**config.mk**
```make
export PLATFORM = sky130hd
export DESIGN_NAME = tug_match_ctrl
export DESIGN_NICKNAME = d
export VERILOG_FILES = /design/src/rtl/tug_pkg.sv /design/src/rtl/tug_hold_timer.sv /design/src/rtl/tug_match_ctrl.sv
export SDC_FILE = /design/constraint.sdc
export NUM_CORES = 1
export LEC_CHECK = 0
export ABC_AREA = 1
export ABC_CLOCK_PERIOD_IN_PS = 3800
export BUFFER_PORTS_ARGS = -buffer_cell sky130_fd_sc_hd__buf_2
export CORE_MARGIN = 1.5
export CORE_UTILIZATION = 57
export CTS_CLUSTER_SIZE = 16
export DETAILED_ROUTE_END_ITERATION = 10
export GPL_TIMING_DRIVEN = 0
export PLACE_DENSITY = 0.89
export RECOVER_POWER = 100
export SLEW_MARGIN = 5
export SYNTH_ARGS = -nofsm -noshare
export SYNTH_HDL_FRONTEND = slang
export SYNTH_SLANG_ARGS = --single-unit
```
**constraint.sdc**
```tcl
create_clock -name clk -period 3.8 [get_ports clk]
set_input_delay 0.76 -clock clk [delete_from_list [all_inputs] [get_ports clk]]
set_output_delay 0.76 -clock clk [all_outputs]
set_load 0.01 [all_outputs]
```
**src/rtl/tug_pkg.sv**
```systemverilog
// Shared types and defaults for the tug-of-war match controller.
// Build option TUG_MATCH_AUTO_RESTART_EN is consumed by tug_match_ctrl.
package tug_pkg;

    typedef enum logic [1:0] {
        PLAY,
        POINT,
        HOLD,
        DONE
    } state_t;

    typedef enum logic {
        LEFT  = 1'b0,
        RIGHT = 1'b1
    } side_t;

    localparam int DEFAULT_WIN_SCORE   = 7;
    localparam int DEFAULT_HOLD_CYCLES = 4;
    localparam int RESTART_CYCLES      = 64;

    // One timer covers both the between-round hold and the restart delay.
    function automatic int timer_width(input int hold_cycles);
        return (hold_cycles > RESTART_CYCLES) ? $clog2(hold_cycles) : $clog2(RESTART_CYCLES);
    endfunction

endpackage

```
**src/rtl/tug_hold_timer.sv**
```systemverilog
// Loadable down-counter with a zero flag.
// It is shared by the round hold and the auto-restart delay.
module tug_hold_timer #(
    parameter int W = 6
) (
    input  logic         clk,
    input  logic         reset,
    input  logic         load,
    input  logic [W-1:0] load_value,
    input  logic         dec,
    output logic         done
);

    logic [W-1:0] count;

    // Load wins over decrement, and the counter parks at zero.
    always_ff @(posedge clk) begin
        if (reset) begin
            count <= '0;
        end else if (load) begin
            count <= load_value;
        end else if (dec && (count != '0)) begin
            count <= count - W'(1);
        end
    end

    assign done = (count == '0);

endmodule

```
**src/rtl/tug_match_ctrl.sv**
```systemverilog
// Match controller: scores points, holds the playfield between rounds, declares the winner.
// Optional build macro TUG_MATCH_AUTO_RESTART_EN adds clear_scores and an automatic restart.
module tug_match_ctrl
    import tug_pkg::*;
#(
    parameter int WIN_SCORE   = DEFAULT_WIN_SCORE,
    parameter int HOLD_CYCLES = DEFAULT_HOLD_CYCLES,
    parameter int SCORE_W     = 3
) (
    input  logic               clk,
    input  logic               reset,
    input  logic               key_l,
    input  logic               key_r,
    input  logic               lit_l,
    input  logic               lit_r,
    output logic               inc_l,
    output logic               inc_r,
    output logic               field_reset,
    output logic               match_over,
    output logic               winner,
    output logic [SCORE_W-1:0] score_l,
    output logic [SCORE_W-1:0] score_r
`ifdef TUG_MATCH_AUTO_RESTART_EN
    ,
    output logic               clear_scores
`endif
);

    localparam int TIMER_W = timer_width(HOLD_CYCLES);
    localparam logic [TIMER_W-1:0] HOLD_LOAD = TIMER_W'(HOLD_CYCLES - 1);
`ifdef TUG_MATCH_AUTO_RESTART_EN
    localparam logic [TIMER_W-1:0] RESTART_LOAD = TIMER_W'(RESTART_CYCLES - 1);
`endif

    state_t state;
    side_t  side;

    logic               win_l;
    logic               win_r;
    logic [SCORE_W-1:0] new_score;
    logic               final_point;
    logic               timer_load;
    logic               timer_dec;
    logic               timer_done;
    logic [TIMER_W-1:0] timer_value;

    assign win_l       = lit_l & key_l;
    assign win_r       = lit_r & key_r;
    assign new_score   = ((side == RIGHT) ? score_r : score_l) + SCORE_W'(1);
    assign final_point = (new_score == SCORE_W'(WIN_SCORE));

    // The hold only counts once field_reset is visible, so the playfield
    // sees exactly HOLD_CYCLES cycles of reset after each point.
    always_comb begin
        timer_load  = 1'b0;
        timer_dec   = 1'b0;
        timer_value = HOLD_LOAD;
        case (state)
            POINT: begin
                timer_load = 1'b1;
`ifdef TUG_MATCH_AUTO_RESTART_EN
                if (final_point) begin
                    timer_value = RESTART_LOAD;
                end
`endif
            end
            HOLD: begin
                timer_dec = field_reset;
            end
            DONE: begin
`ifdef TUG_MATCH_AUTO_RESTART_EN
                if (timer_done) begin
                    timer_load = 1'b1;
                end else begin
                    timer_dec = 1'b1;
                end
`endif
            end
            default: begin
            end
        endcase
    end

    tug_hold_timer #(
        .W(TIMER_W)
    ) u_timer (
        .clk        (clk),
        .reset      (reset),
        .load       (timer_load),
        .load_value (timer_value),
        .dec        (timer_dec),
        .done       (timer_done)
    );

    always_ff @(posedge clk) begin
        if (reset) begin
            state       <= PLAY;
            side        <= LEFT;
            inc_l       <= 1'b0;
            inc_r       <= 1'b0;
            field_reset <= 1'b0;
            match_over  <= 1'b0;
            winner      <= 1'b0;
            score_l     <= '0;
            score_r     <= '0;
`ifdef TUG_MATCH_AUTO_RESTART_EN
            clear_scores <= 1'b0;
`endif
        end else begin
            inc_l <= 1'b0;
            inc_r <= 1'b0;
`ifdef TUG_MATCH_AUTO_RESTART_EN
            clear_scores <= 1'b0;
`endif
            case (state)
                PLAY: begin
                    // Simultaneous wins mean the field is corrupt; nobody scores.
                    if (win_l ^ win_r) begin
                        state <= POINT;
                        side  <= win_r ? RIGHT : LEFT;
                    end
                end
                POINT: begin
                    if (side == RIGHT) begin
                        inc_r   <= 1'b1;
                        score_r <= new_score;
                    end else begin
                        inc_l   <= 1'b1;
                        score_l <= new_score;
                    end
                    if (final_point) begin
                        state      <= DONE;
                        match_over <= 1'b1;
                        winner     <= (side == RIGHT);
                    end else begin
                        state <= HOLD;
                    end
                end
                HOLD: begin
                    field_reset <= 1'b1;
                    if (field_reset && timer_done) begin
                        field_reset <= 1'b0;
                        state       <= PLAY;
                    end
                end
                DONE: begin
                    field_reset <= 1'b1;
`ifdef TUG_MATCH_AUTO_RESTART_EN
                    if (timer_done) begin
                        score_l      <= '0;
                        score_r      <= '0;
                        match_over   <= 1'b0;
                        winner       <= 1'b0;
                        clear_scores <= 1'b1;
                        state        <= HOLD;
                    end
`endif
                end
                default: begin
                    state <= PLAY;
                end
            endcase
        end
    end

endmodule

```
==> out/summary.txt <==
Outcome = finished, final reports clean
Longest Clk Path Bufs = 2
Nets = 165
Via-to-Cell Ratio = 5.453
Final WL = 1925 um
Final setup fails = 0
Placer Congestion = 0.8378
Netlist cell types = 19
FF+latch count, synth = 20
Critical path data required time = 4020 ps
Htree depth = 1
Worst R2R Path Depth = 10
Pleak = 0.4418 nW
Critical path arrival = 2230 ps
Final period util = 0.5302
Die width = 43.90 um
Max Cap Viol = 0
RSZ-0062 raised after global routing = no
Hold Crit Endpoint = match_over
Total iterations of the first detailed-routing run = 4
Area contributors post-synth = dfxtp_1 (42%), nand2_1 (13%), a21oi_1 (7.9%)
Fmax = 0.4963 GHz
Clk sinks = 20
CTS tree = built
Post-DP Area = 1049 um^2
Final worst setup slack = 1785 ps
Vias in the first global route = 816
Syn nets = 145
Area Growth Syn to Fin = 11.55%
Post-synth ARST share = 0
Mapped cell area = 953.4 um^2
Die footprint = 1927 um^2
Std cell rows = 14
GRT Overall Usage = 0.2204
Skew final = 2.090 ps
Top cell type's share of synthesized area = 0.4199
Die height = 43.90 um
Sequential area share after synthesis = 0.4199
Peak supply drop = 0.3639 mV
# hold bufs at CTS = 0
Num CTS Buffers = 3
Detailed placement HPWL = 1395 um
Pin count of the biggest net entering global routing = 12
# DRC = 0
Post_cts resized = 0
Final-report hold violation count = 0
Most frequent cell after synthesis = nand2_1
Pre-CTS WS = 2005 ps
Final antenna diode count = 0
I/O Buffers = 15
Tightest Pin Transition = 435.1 ps
DR vias = 927
Pwr Density = 641.1 nW/um^2
Root buf cell = clkbuf_4
Number of synthesized flops with an enable pin = 0
Ys Warns = 0
Most frequent cells after synthesis = nand2_1 (33), dfxtp_1 (20), inv_1 (20)
Clk_lat worst skew = 310 ps
Worst reg2reg startpoint = side
R2R setup slack = 1790 ps
Pins Over Slew Limit = 0
Number of antenna violations at the first check in global routing = 0
Predominant post-synthesis flop cell = dfxtp_1
Number of post-CTS setup repair buffers = 0
CP endpoint kind = flip-flop
Share of layout cells above drive strength 1 = 0.06494
Reg2reg end = score_l[2]
Design Area, Final = 1064 um^2
First-pass GRT wire length = 3215 um
Setup CP Type = reg2reg
DRT iter0 DRCs = 30
Antenna Nets Post-Route = 0
# IOs = 17
Final TNS setup = 0 ps
Post-layout minimum cycle time = 2015 ps
Hold Path Origin = match_over
Core area = 1541 um^2
Initial Utilization = 0.6185
Cell taking the most area after synthesis = dfxtp_1
Crit path launch type = flip-flop
CTS clock-pin slew for the worst setup and hold paths = 120 ps
Overflow after GRT = 0
Cells after Synth = 135
Post-Syn Area per Cell = 7.062 um^2
Worst min-delay path class = reg2reg
Rel. slew slack = 0.7068
Crit Path Max Fanout = 7
Worst hold stages = 2
Drt wl/cell = 11.32 um
==> final cells by class <==
class	instances	area, um^2
fillers	130	478.0
multi-input cells	91	455.4
flip-flops and latches	20	400.4
inverters	22	82.58
repair buffers	15	61.31
clock buffers	4	36.28
well taps	16	20.02
plain buffers	2	7.507
==> worst max path at each step <==
stage               slack [ps]  cells after the start    endpoint  start
floorplan                 2200                     10  score_l[2]   side
global placement          2080                     10  score_l[2]   side
detailed placement        2010                     10  score_l[2]   side
CTS                       1970                     10  score_l[2]   side
global route              1650                     10  score_l[2]   side
finish                    1790                     10  score_l[2]   side
==> critical path, cell delays in order (launching register included) <==
cell	delay [ps]
dfxtp_1	460
inv_1	150
or2_0	230
o21ai_0	180
inv_1	90
ha_1	210
inv_1	50
nand3_1	100
and2_0	220
o21ai_0	180
inv_1	50
==> layer usage <==
| layer | global-route usage | part of all wire | vias up |
|---|---|---|---|
| li1 | - | - | 466 |
| met1 | 0.2565 | 0.42 | 415 |
| met2 | 0.3853 | 0.50 | 38 |
| met3 | 0.03750 | 0.051 | 8 |
| met4 | 0.1091 | 0.026 | 0 |
| met5 | 0 | 0 | - |
==> metrics by stage <==
step	hold WS (ps)	utilization	instances	power [W]
floorplan	448.3	-	135	0.0004956
global placement	436.1	0.6802	166	0.0005478
detailed placement	449.5	0.6802	166	0.0005662
CTS	467.2	0.7037	170	0.0006940
global route	489.5	0.6899	170	0.0007302
finish	466.7	0.6899	170	0.0006818
==> placed cells by master, fill, tap and decap left out, types with 2 or more instances in the layout <==
cell type  instances
nor2_1            12
nand2_1           33
a21oi_1           15
inv_1             22
nand4_1            2
clkbuf_1          13
o21ai_0            7
nand3_1            9
xnor2_1            3
clkbuf_4           3
ha_1               4
dfxtp_1           20
buf_2              4
==> sequential cells by signal (all words and copies together), names as in the netlist <==
| signal | count |
|---|---|
| inc_r | 1 |
| field_reset | 1 |
| side | 1 |
| winner | 1 |
| u_timer.count | 6 |
| score_r | 3 |
| state | 2 |
| inc_l | 1 |
| match_over | 1 |
| score_l | 3 |
==> cell families (layout without fill, tap and decap cells) <==
group,after synthesis,count (layout),share of synthesized area
adders and majority gates,4,4,0.05250
AOI/OAI and AO/OA,24,24,0.1378
xor gates and xnor gates,3,3,0.02756
DFF,20,20,0.4199
buffers and inverters,24,43,0.09449
and+or+nand+nor,60,60,0.2677
==> power by group <==
part / leakage (nW) / internal, W / total (W) / switching, W
combinational: 0.258 / 0.0000962 / 0.000271 / 0.000175
sequential: 0.163 / 0.000252 / 0.000283 / 0.0000313
clock: 0.0210 / 0.0000586 / 0.000127 / 0.0000687
Note: power is estimated with default switching activity, not from simulation.
